`src/rtl/serial_addsub.sv`:
```
// Bit-serial adder/subtractor: one full-adder cell consumes one operand bit per
// clock, LSB first, behind a start/busy/done handshake. Subtraction is a + ~b + 1.
module serial_addsub #(
  parameter int WIDTH = 8
) (
  input  logic             clk,
  input  logic             rst_n,
  input  logic             start,
  input  logic             sub,
  input  logic [WIDTH-1:0] a,
  input  logic [WIDTH-1:0] b,
  output logic             busy,
  output logic             done,
  output logic [WIDTH-1:0] result,
  output logic             carryout,
  output logic             overflow
);

  localparam int CW = $clog2(WIDTH);
  localparam logic [CW-1:0] LAST_BIT = CW'(WIDTH - 1);
  localparam logic [CW-1:0] PRE_MSB  = CW'(WIDTH - 2);

  typedef enum logic [1:0] {
    IDLE = 2'd0,
    RUN  = 2'd1,
    DONE = 2'd2
  } state_t;

  state_t           state_q;
  logic [WIDTH-1:0] opa_q;
  logic [WIDTH-1:0] opb_q;
  logic [WIDTH-1:0] acc_q;
  logic [WIDTH-1:0] result_q;
  logic [CW-1:0]    count_q;
  logic             carry_q;
  logic             cin_msb_q;
  logic             carryout_q;
  logic             overflow_q;
  logic             busy_q;
  logic             done_q;

  // The single full-adder cell shared by every bit position.
  logic             bit_s;
  logic             bit_c;
  logic [WIDTH-1:0] acc_d;

  assign bit_s = opa_q[0] ^ opb_q[0] ^ carry_q;
  assign bit_c = (opa_q[0] & opb_q[0]) | (opa_q[0] & carry_q) | (opb_q[0] & carry_q);
  assign acc_d = {bit_s, acc_q[WIDTH-1:1]};

  // NOTE: every register here uses non-blocking assignment so all flops sample
  // the same pre-edge values; the datapath registers are reset too, because
  // reset must clear the visible result and discard any in-flight operation.
  always_ff @(posedge clk or negedge rst_n) begin
    if (!rst_n) begin
      state_q    <= IDLE;
      opa_q      <= '0;
      opb_q      <= '0;
      acc_q      <= '0;
      result_q   <= '0;
      count_q    <= '0;
      carry_q    <= 1'b0;
      cin_msb_q  <= 1'b0;
      carryout_q <= 1'b0;
      overflow_q <= 1'b0;
      busy_q     <= 1'b0;
      done_q     <= 1'b0;
    end else begin
      case (state_q)
        IDLE, DONE: begin
          done_q <= 1'b0;
          if (start) begin
            opa_q   <= a;
            opb_q   <= sub ? ~b : b;
            carry_q <= sub;
            count_q <= '0;
            state_q <= RUN;
            busy_q  <= 1'b1;
          end else begin
            state_q <= IDLE;
            busy_q  <= 1'b0;
          end
        end

        RUN: begin
          acc_q   <= acc_d;
          opa_q   <= opa_q >> 1;
          opb_q   <= opb_q >> 1;
          carry_q <= bit_c;
          // Carry out of bit WIDTH-2 is the carry into the MSB.
          if (count_q == PRE_MSB) begin
            cin_msb_q <= bit_c;
          end
          if (count_q == LAST_BIT) begin
            result_q   <= acc_d;
            carryout_q <= bit_c;
            overflow_q <= cin_msb_q ^ bit_c;
            state_q    <= DONE;
            busy_q     <= 1'b0;
            done_q     <= 1'b1;
          end else begin
            count_q <= count_q + CW'(1);
          end
        end

        default: begin
          state_q <= IDLE;
          busy_q  <= 1'b0;
          done_q  <= 1'b0;
        end
      endcase
    end
  end

  assign busy     = busy_q;
  assign done     = done_q;
  assign result   = result_q;
  assign carryout = carryout_q;
  assign overflow = overflow_q;

endmodule
```
`config.mk`:
```
export PLATFORM = sky130hd
export DESIGN_NAME = serial_addsub
export DESIGN_NICKNAME = d
export VERILOG_FILES = /design/src/rtl/serial_addsub.sv
export SDC_FILE = /design/constraint.sdc
export NUM_CORES = 1
export LEC_CHECK = 0
export CAP_MARGIN = 30
export CORE_MARGIN = 3
export CORE_UTILIZATION = 25
export CTS_CLUSTER_DIAMETER = 50
export DETAILED_ROUTE_END_ITERATION = 10
export PLACE_DENSITY = 0.55
export SKIP_CTS_REPAIR_TIMING = 1
export SYNTH_ARGS = -nofsm -noshare
export SYNTH_HDL_FRONTEND = slang
export SYNTH_SLANG_ARGS = --single-unit
```
`constraint.sdc`:
```
create_clock -name clk -period 1.65 [get_ports clk]
set_input_delay 0.165 -clock clk [delete_from_list [all_inputs] [get_ports clk]]
set_output_delay 0.165 -clock clk [all_outputs]
set_load 0.02 [all_outputs]
```
==> impl_metrics.py, run 1 <==
metrics = {
    "floorplanning": {
        "start_util_pct": 25.9,
        "rows": 30,
        "core_um2": 6830,
        "pin_count": 32,
        "die_h_um": 90.1,
        "die-area_um2": 8120,
        "die_w_um": 90.1,
    },
    "power": {
        "vdd_drop_max_v": 0.000631,
        "power.leakage_nw": 1.06,
        "power_density_nw_per_um2": 1920,
    },
    "timing": {
        "max_slew.worst_pin.slew_ns": 0.462,
        "drv_slew": 0,
        "slew_headroom_pct": 69.2,
        "finalClockSkew_ns": 0.00709,
        "hold_ws_ns": 0.354,
        "fmax_mhz": 637,
        "tns_ns": 0,
        "rsz0062_at_grt": "yes",
        "setup_viol": 0,
        "fin_crit_ns": 1.57,
        "setup_ws_ns": 0.0813,
        "post-route-period-util_pct": 95.1,
        "hold_viol_final": 0,
    },
    "setup_path": {
        "crit_end": "count_q[1]$_DFFE_PN0P_",
        "required_ns": 1.81,
        "rr_worst_depth": 5,
        "startpoint": "count_q[0]$_DFFE_PN0P_",
        "start_kind": "flip-flop",
        "critPathKind": "reg -> reg",
        "rr_startpoint": "count_q[0]$_DFFE_PN0P_",
        "end_kind": "flip-flop",
        "worstReg2RegEnd": "count_q[1]$_DFFE_PN0P_",
        "crit_fanout": 7,
        "r2r_slack_ns": 0.08,
        "arrival_ns": 1.73,
    },
    "final_layout": {
        "instances_no_fill": 266,
        "regArea_um2": 1030,
        "drive_above_1_share_pct": 20.0,
        "final_nets": 193,
        "area_growth_pct": 33.1,
        "utilization_pct": 34.4,
        "fill_cells": 727,
        "multi_input_area_um2": 677,
        "diodes": 0,
    },
    "yosys": {
        "yosysWarnings": 0,
        "synth_top_cell_area_share_pct": 58.0,
        "syn_area_um2": 1770,
        "syn-num-nets": 156,
        "yosys-top-cells-count": "dfrtp_1 (41), mux2_2 (16), a22o_1 (10)",
        "syn_avg_cell_area_um2": 13.4,
        "ys.flop_type": "dfrtp_1",
        "synth_largest_area_cell": "dfrtp_1",
        "ys_ff_latch": 41,
        "seq_area_frac_synth_pct": 58.0,
        "yosysUniqueCellTypes": 26,
        "synth_cells": 132,
        "synthTopCellsByArea": "dfrtp_1 (58%), mux2_2 (10%), a22o_1 (5.0%)",
        "ys_async_sr_fraction_pct": 100,
        "synth-edff-count": 0,
        "post-synth-top-count-cell": "dfrtp_1",
    },
    "global_route": {
        "grt_pass1_vias": 1216,
        "grt_pass1_wl_um": 5740,
        "grt_usage_pct": 8.64,
        "antenna_found_initial": 0,
        "grt-ovfl-total": 0,
        "grt_max_degree": 24,
    },
    "detailed_routing": {
        "drt_iter0_drc": 37,
        "viasPerCell": 4.20,
        "drc": 0,
        "antenna_left": 0,
        "wl_per_cell_um": 12.1,
        "drt_pass1_iterations": 4,
        "vias": 1118,
        "drt-total-wl_um": 3220,
    },
    "outcome": {
        "status": "finished clean",
    },
    "clock_tree": {
        "cts_sinks": 41,
        "clockBufferDepth": 2,
        "h-tree-depth": 2,
        "cts_made_buffers": 5,
        "path_clk_slew_ns": 0.08,
        "cts_tree": "done",
        "clk_latency_ns": 0.29,
        "root_buffer": "clkbuf_8",
    },
    "placed_design": {
        "place_inst": 257,
        "port_buffers": 31,
        "gp_congestion": 0.682,
        "pre_cts_ws_ns": 0.0414,
        "dp.final_hpwl_um": 2410,
    },
    "worst_hold_path": {
        "hold_path.class": "in -> async",
    },
    "run": {
        "cap_violations": 0,
    },
}
per-layer routing:
layer  GRT usage, %  vias to the layer above  wire, um
met2           12.9                       26      1420
met4           2.68                        0        19
met3           3.18                        3       182
met1           11.7                      549      1600
li1               -                      540         -
met5              0                        -         0
power by group:
group,internal (mW),leakage [nW],total [mW],switching (mW)
combinational,1.00,0.484,1.80,0.800
sequential,1.49,0.510,1.78,0.293
clock,0.601,0.0681,0.944,0.343
total,3.09,1.06,4.52,1.44
per-stage QoR:
| stage | total power [mW] | area (um^2) |
|---|---|---|
| floorplan | 3.01 | 1770 |
| global placement | 3.58 | 2200 |
| detailed placement | 3.62 | 2200 |
| CTS | 4.58 | 2340 |
| global route | 4.88 | 2350 |
| finish | 4.52 | 2350 |
flip-flops by register name, indices dropped and copies added (netlist names):
register	cells
busy	1
cin_msb_q	1
count_q	3
done	1
carryout	1
opb_q	8
carry_q	1
state_q	1
result	8
opa_q	8
overflow	1
acc_q	7
logic make-up (layout without fill, tap and decap cells):
kind of cell,after synthesis,after routing,synth area share (%)
xor+xnor,9,9,4.46
fa+ha+maj,4,4,3.26
simple gates,19,19,5.73
buf+inv,12,50,3.82
compound gates,30,30,13.9
mux,17,17,10.8
flops,41,41,58.0
critical path: stages, from the launching register on:
cell and delay [ns]:
dfrtp_1 0.41, ha_1 0.21, ha_1 0.21, or3b_4 0.42, nand3_1 0.10, o21ai_0 0.10
worst min path at each step:
stage | from | endpoint | slack, ns | depth (start not counted)
4_1_cts | rst_n | result[5]$_DFFE_PN0P_ | -0.17 | 1
5_1_grt | rst_n | result[5]$_DFFE_PN0P_ | 0.40 | 2
3_3_place_gp | rst_n | result[7]$_DFFE_PN0P_ | 0.15 | 1
2_1_floorplan | rst_n | acc_q[1]$_DFFE_PN0N_ | -0.13 | 0
3_5_place_dp | rst_n | result[7]$_DFFE_PN0P_ | 0.15 | 1
6_report | rst_n | result[5]$_DFFE_PN0P_ | 0.35 | 2
cell usage in the layout, fill, tap and decap left out:
cell              n
buf_2             1
nand3_1           4
a221o_1           7
dlygate4sd3_1     1
a22o_1           10
mux2_1            1
buf_12            1
or3b_4            1
ha_1              3
nand3b_1          1
xor2_1            1
bufinv_16         2
buf_6             1
nor2_4            1
o21a_1            1
clkbuf_8          5
clkdlybuf4s50_1  30
xnor2_1           8
buf_4             5
nand2_1           2
nand2b_1          1
nor2b_1           1
a21o_1            8
mux2_2           16
inv_1             3
dfrtp_1          41
clkinv_2          1
nor2_1            7
fa_1              1
and2b_1           1
o21ai_0           4
layout make-up:
type	count	area share, %
Tap cell	96	5.11
Multi-Input combinational cell	79	28.8
Inverter	3	0.479
Sequential cell	41	43.6
Clock buffer	5	2.93
Clock inverter	3	2.77
Timing Repair Buffer	39	16.3
Note: power is estimated with default switching activity, not from simulation.
==> run 2, diff against run 1 <==
--- a/config.mk
+++ b/config.mk
@@ -10,6 +10,7 @@
 export CORE_UTILIZATION = 25
 export CTS_CLUSTER_DIAMETER = 50
 export DETAILED_ROUTE_END_ITERATION = 10
+export GPL_TIMING_DRIVEN = 0
 export PLACE_DENSITY = 0.55
 export SKIP_CTS_REPAIR_TIMING = 1
 export SYNTH_ARGS = -nofsm -noshare
==> impl_metrics.py, run 2 (synthesized netlist as in run 1, its figures left out) <==
metrics = {
    "setup_path": {
        "arrival_ns": 1.41,
        "required_ns": 1.48,
        "path_cells": "clkdlybuf4s50_1",
        "crit_cells": 1,
        "rr_startpoint": "count_q[1]$_DFFE_PN0P_",
        "critPathBufInv": 1,
        "max_stage_delay_ns": 0.65,
        "rr_worst_depth": 5,
        "critPathKind": "reg -> out",
        "end_kind": "output pin",
        "cp_top_family": "buffers and inverters",
        "slowest_stage": "clkdlybuf4s50_1",
        "crit_fanout": 6,
        "start_kind": "flip-flop",
        "worstReg2RegEnd": "result[2]$_DFFE_PN0P_",
        "r2r_slack_ns": 0.09,
    },
    "power": {
        "power_density_nw_per_um2": 1940,
        "power_mw": 4.59,
        "vdd_drop_max_v": 0.000585,
        "power.leakage_nw": 1.07,
    },
    "final_layout": {
        "fill_cells": 709,
        "final_cell_mix": "dfrtp_1 (41), clkdlybuf4s50_1 (29), mux2_2 (16)",
        "layout_commonest_cell": "dfrtp_1",
        "multi_input_area_um2": 677,
        "diodes": 0,
        "final_nets": 195,
        "instances_no_fill": 268,
        "utilization_pct": 34.6,
        "regArea_um2": 1030,
        "drive_above_1_share_pct": 20.9,
        "final_cell_area_um2": 2360,
        "area_growth_pct": 33.7,
    },
    "detailed_routing": {
        "viasPerCell": 4.25,
        "drt_iter0_drc": 44,
        "antenna_left": 0,
        "vias": 1140,
        "drc": 0,
        "wl_per_cell_um": 12.4,
        "drt-total-wl_um": 3310,
        "drt_pass1_iterations": 4,
    },
    "global_route": {
        "grt_pass1_wl_um": 5700,
        "antenna_found_initial": 0,
        "grt_max_degree": 33,
        "grt-ovfl-total": 0,
        "grt_pass1_vias": 1209,
        "grt_usage_pct": 8.74,
    },
    "clock_tree": {
        "cts_tree": "done",
        "h-tree-depth": 2,
        "cts_sinks": 41,
        "clockBufferDepth": 2,
        "path_clk_slew_ns": 0.08,
        "clk_latency_ns": 0.29,
        "cts_made_buffers": 5,
        "root_buffer": "clkbuf_8",
    },
    "floorplanning": {
        "die-area_um2": 8120,
        "core_um2": 6830,
        "start_util_pct": 25.9,
        "die_w_um": 90.1,
        "pin_count": 32,
        "rows": 30,
        "die_h_um": 90.1,
    },
    "outcome": {
        "status": "finished clean",
    },
    "timing": {
        "slew_headroom_pct": 70.6,
        "setup_ws_ns": 0.0775,
        "fmax_mhz": 636,
        "hold_ws_ns": 0.269,
        "post-route-period-util_pct": 95.3,
        "fin_crit_ns": 1.57,
        "rsz0062_at_grt": "no",
        "max_slew.worst_pin.slew_ns": 0.440,
        "setup_viol": 0,
        "tns_ns": 0,
        "hold_viol_final": 0,
        "finalClockSkew_ns": 0.00515,
        "drv_slew": 0,
    },
    "placed_design": {
        "port_buffers": 30,
        "dp.final_hpwl_um": 2410,
        "pre_cts_ws_ns": -0.0942,
        "place_inst": 259,
        "place_area_um2": 2200,
        "gp_congestion": 0.702,
    },
    "worst_hold_path": {
        "hold_path.class": "in -> async",
    },
    "run": {
        "cap_violations": 0,
    },
}
==> run 2: cell types whose count changed in the layout (fill, tap and decap cells not counted), sizes merged <==
| cell | change |
|---|---|
| clkdlybuf4s50 | -1 |
| clkbuf | +1 |
| buf | +2 |
==> run 2: worst max path at each step <==
| stage | start | to | slack [ns] |
|---|---|---|---|
| after detailed placement | count_q[0]$_DFFE_PN0P_ | result[2]$_DFFE_PN0P_ | -0.09 |
| after global placement | rst_n | opb_q[4]$_DFFE_PN0P_ | -0.70 |
| after global routing | busy$_DFFE_PN0P_ | busy | 0.02 |
| final | busy$_DFFE_PN0P_ | busy | 0.08 |
| after floorplan | count_q[0]$_DFFE_PN0P_ | carryout$_DFFE_PN0P_ | 0.09 |
| after CTS | count_q[0]$_DFFE_PN0P_ | result[2]$_DFFE_PN0P_ | -0.11 |
==> run 2: cell type report <==
cell class                 instances  area share, %
buffer                             7           2.33
clock buffer                       5           2.91
clock inverter                     3           2.75
inverter                           3          0.476
multi-input combinational         79           28.6
sequential                        41           43.4
tap                               96           5.08
timing repair buffer              34           14.4
==> run 2: where the power goes <==
part / leakage, nW / internal (mW) / switching [mW]
clock network: 0.0681 / 0.601 / 0.342
logic: 0.491 / 1.05 / 0.825
registers: 0.510 / 1.48 / 0.284
total: 1.07 / 3.14 / 1.45
==> run 2: metal layers <==
metal | part of all wire, % | global-route usage, % | vias up
li1 | - | - | 545
met1 | 47 | 11.4 | 564
met2 | 47 | 13.5 | 29
met3 | 5.9 | 3.01 | 2
met4 | 0.42 | 3.06 | 0
met5 | 0 | 0 | -
==> run 3, diff against run 2 <==
--- a/config.mk
+++ b/config.mk
@@ -6,7 +6,7 @@
 export NUM_CORES = 1
 export LEC_CHECK = 0
 export CAP_MARGIN = 30
-export CORE_MARGIN = 3
+export CORE_MARGIN = 5
 export CORE_UTILIZATION = 25
 export CTS_CLUSTER_DIAMETER = 50
 export DETAILED_ROUTE_END_ITERATION = 10
==> impl_metrics.py, run 3 (synthesized netlist as in run 1, its figures left out) <==
metrics = {
    "floorplanning": {
        "core_um2": 6830,
        "rows": 30,
        "pin_count": 32,
        "die-area_um2": 8850,
        "die_h_um": 94.1,
        "die_w_um": 94.1,
        "start_util_pct": 25.9,
    },
    "final_layout": {
        "final_cell_area_um2": 2340,
        "final_cell_mix": "dfrtp_1 (41), clkdlybuf4s50_1 (29), mux2_2 (16)",
        "diodes": 0,
        "final_nets": 197,
        "drive_above_1_share_pct": 21.3,
        "layout_commonest_cell": "dfrtp_1",
        "area_growth_pct": 32.5,
    },
    "power": {
        "p_switching_mw": 1.45,
        "p_int_mw": 2.93,
        "vdd_drop_max_v": 0.000570,
        "power.leakage_nw": 1.06,
        "clkPwrFrac_pct": 16.1,
        "sequentialPowerShare_pct": 40.7,
        "power_density_nw_per_um2": 1870,
        "pwr-share-comb_pct": 43.2,
        "swShare_pct": 33.1,
    },
    "detailed_routing": {
        "highest_layer": "met4",
        "dr_wl_met3_um": 163,
        "met2_length_um": 1560,
        "drt_pass1_iterations": 4,
        "vias": 1152,
        "drt-total-wl_um": 3400,
        "drt_iter0_drc": 55,
        "drc": 0,
        "viasPerCell": 4.27,
        "drt-met1-wl_um": 1650,
        "antenna_left": 0,
        "wl_per_cell_um": 12.6,
    },
    "clock_tree": {
        "clockBufferDepth": 2,
        "cts_sinks": 41,
        "cts_made_buffers": 5,
        "cts_tree": "done",
        "clk_latency_ns": 0.28,
        "path_clk_slew_ns": 0.08,
        "root_buffer": "clkbuf_8",
        "h-tree-depth": 2,
    },
    "placed_design": {
        "dp.final_hpwl_um": 2510,
        "port_buffers": 30,
        "gp_congestion": 0.669,
        "place_area_um2": 2200,
    },
    "setup_path": {
        "startpoint": "count_q[0]$_DFFE_PN0P_",
        "required_ns": 1.82,
        "r2r_slack_ns": 0.07,
        "worstReg2RegEnd": "result[7]$_DFFE_PN0P_",
        "start_kind": "flip-flop",
        "crit_end": "result[7]$_DFFE_PN0P_",
        "rr_startpoint": "count_q[0]$_DFFE_PN0P_",
        "arrival_ns": 1.76,
        "crit_fanout": 10,
        "rr_worst_depth": 5,
        "critPathKind": "reg -> reg",
        "end_kind": "flip-flop",
    },
    "global_route": {
        "antenna_found_initial": 0,
        "grt_usage_pct": 8.36,
        "grt_pass1_vias": 1191,
        "grt_max_degree": 29,
        "grt_pass1_wl_um": 5810,
        "grt-ovfl-total": 0,
    },
    "timing": {
        "fmax_mhz": 632,
        "setup_viol": 0,
        "fin_crit_ns": 1.58,
        "post-route-period-util_pct": 95.9,
        "drv_slew": 0,
        "hold_viol_final": 0,
        "hold_ws_ns": 0.311,
        "slew_headroom_pct": 70.5,
        "max_slew.worst_pin.slew_ns": 0.442,
        "finalClockSkew_ns": 0.00199,
    },
    "outcome": {
        "status": "finished clean",
    },
    "run": {
        "cap_violations": 0,
    },
    "worst_hold_path": {
        "hold_path.class": "in -> async",
    },
}
[run 3: worst min-delay path by stage]
stage / from / endpoint / cells after the start
after floorplan: rst_n / acc_q[1]$_DFFE_PN0N_ / 0
after global placement: opa_q[1]$_DFFE_PN0P_ / opa_q[1]$_DFFE_PN0P_ / 1
after detailed placement: rst_n / overflow$_DFFE_PN0P_ / 1
after CTS: rst_n / overflow$_DFFE_PN0P_ / 1
after global routing: rst_n / overflow$_DFFE_PN0P_ / 2
final: rst_n / result[7]$_DFFE_PN0P_ / 2
[run 3: final cells by class]
class | count | area [um^2]
Tap cell | 96 | 120
Inverter | 3 | 11.3
Fill cell | 721 | 4490
Clock inverter | 1 | 5.00
Multi-Input combinational cell | 79 | 677
Sequential cell | 41 | 1030
Clock buffer | 7 | 96.3
Buffer | 8 | 58.8
Timing Repair Buffer | 35 | 348
[run 3: power by group through the flow]
stage	Clock, mW	Sequential [mW]	Combinational (mW)
2_1_floorplan	0	1.90	1.11
3_3_place_gp	0	1.79	1.83
3_5_place_dp	0	1.80	1.87
4_1_cts	0.732	1.79	1.88
5_1_grt	0.770	1.85	2.08
6_report	0.706	1.78	1.89
[run 3: routing by layer]
layer	GRT usage (%)	vias up
li1	-	548
met1	11.3	569
met2	12.5	32
met3	2.80	3
met4	2.53	0
met5	0	-
[run 3: per-stage QoR]
| step | total power [mW] | setup TNS [ns] | util [%] | setup slack (ns) | instances |
|---|---|---|---|---|---|
| floorplan | 3.01 | 0 | - | 0.0877 | 132 |
| global placement | 3.62 | -28.75 | 32.0 | -0.690 | 258 |
| detailed placement | 3.68 | -0.759 | 32.3 | -0.0977 | 259 |
| CTS | 4.40 | -0.882 | 33.7 | -0.113 | 267 |
| global route | 4.70 | -0.00394 | 34.3 | -0.00394 | 270 |
| finish | 4.38 | 0 | 34.3 | 0.0674 | 270 |
[run 3: critical path: stages, from the launching register on]
cell and delay, ns:
dfrtp_1 0.40, ha_1 0.21, ha_1 0.22, nand3b_1 0.14
buf_6 0.16, mux2_2 0.33
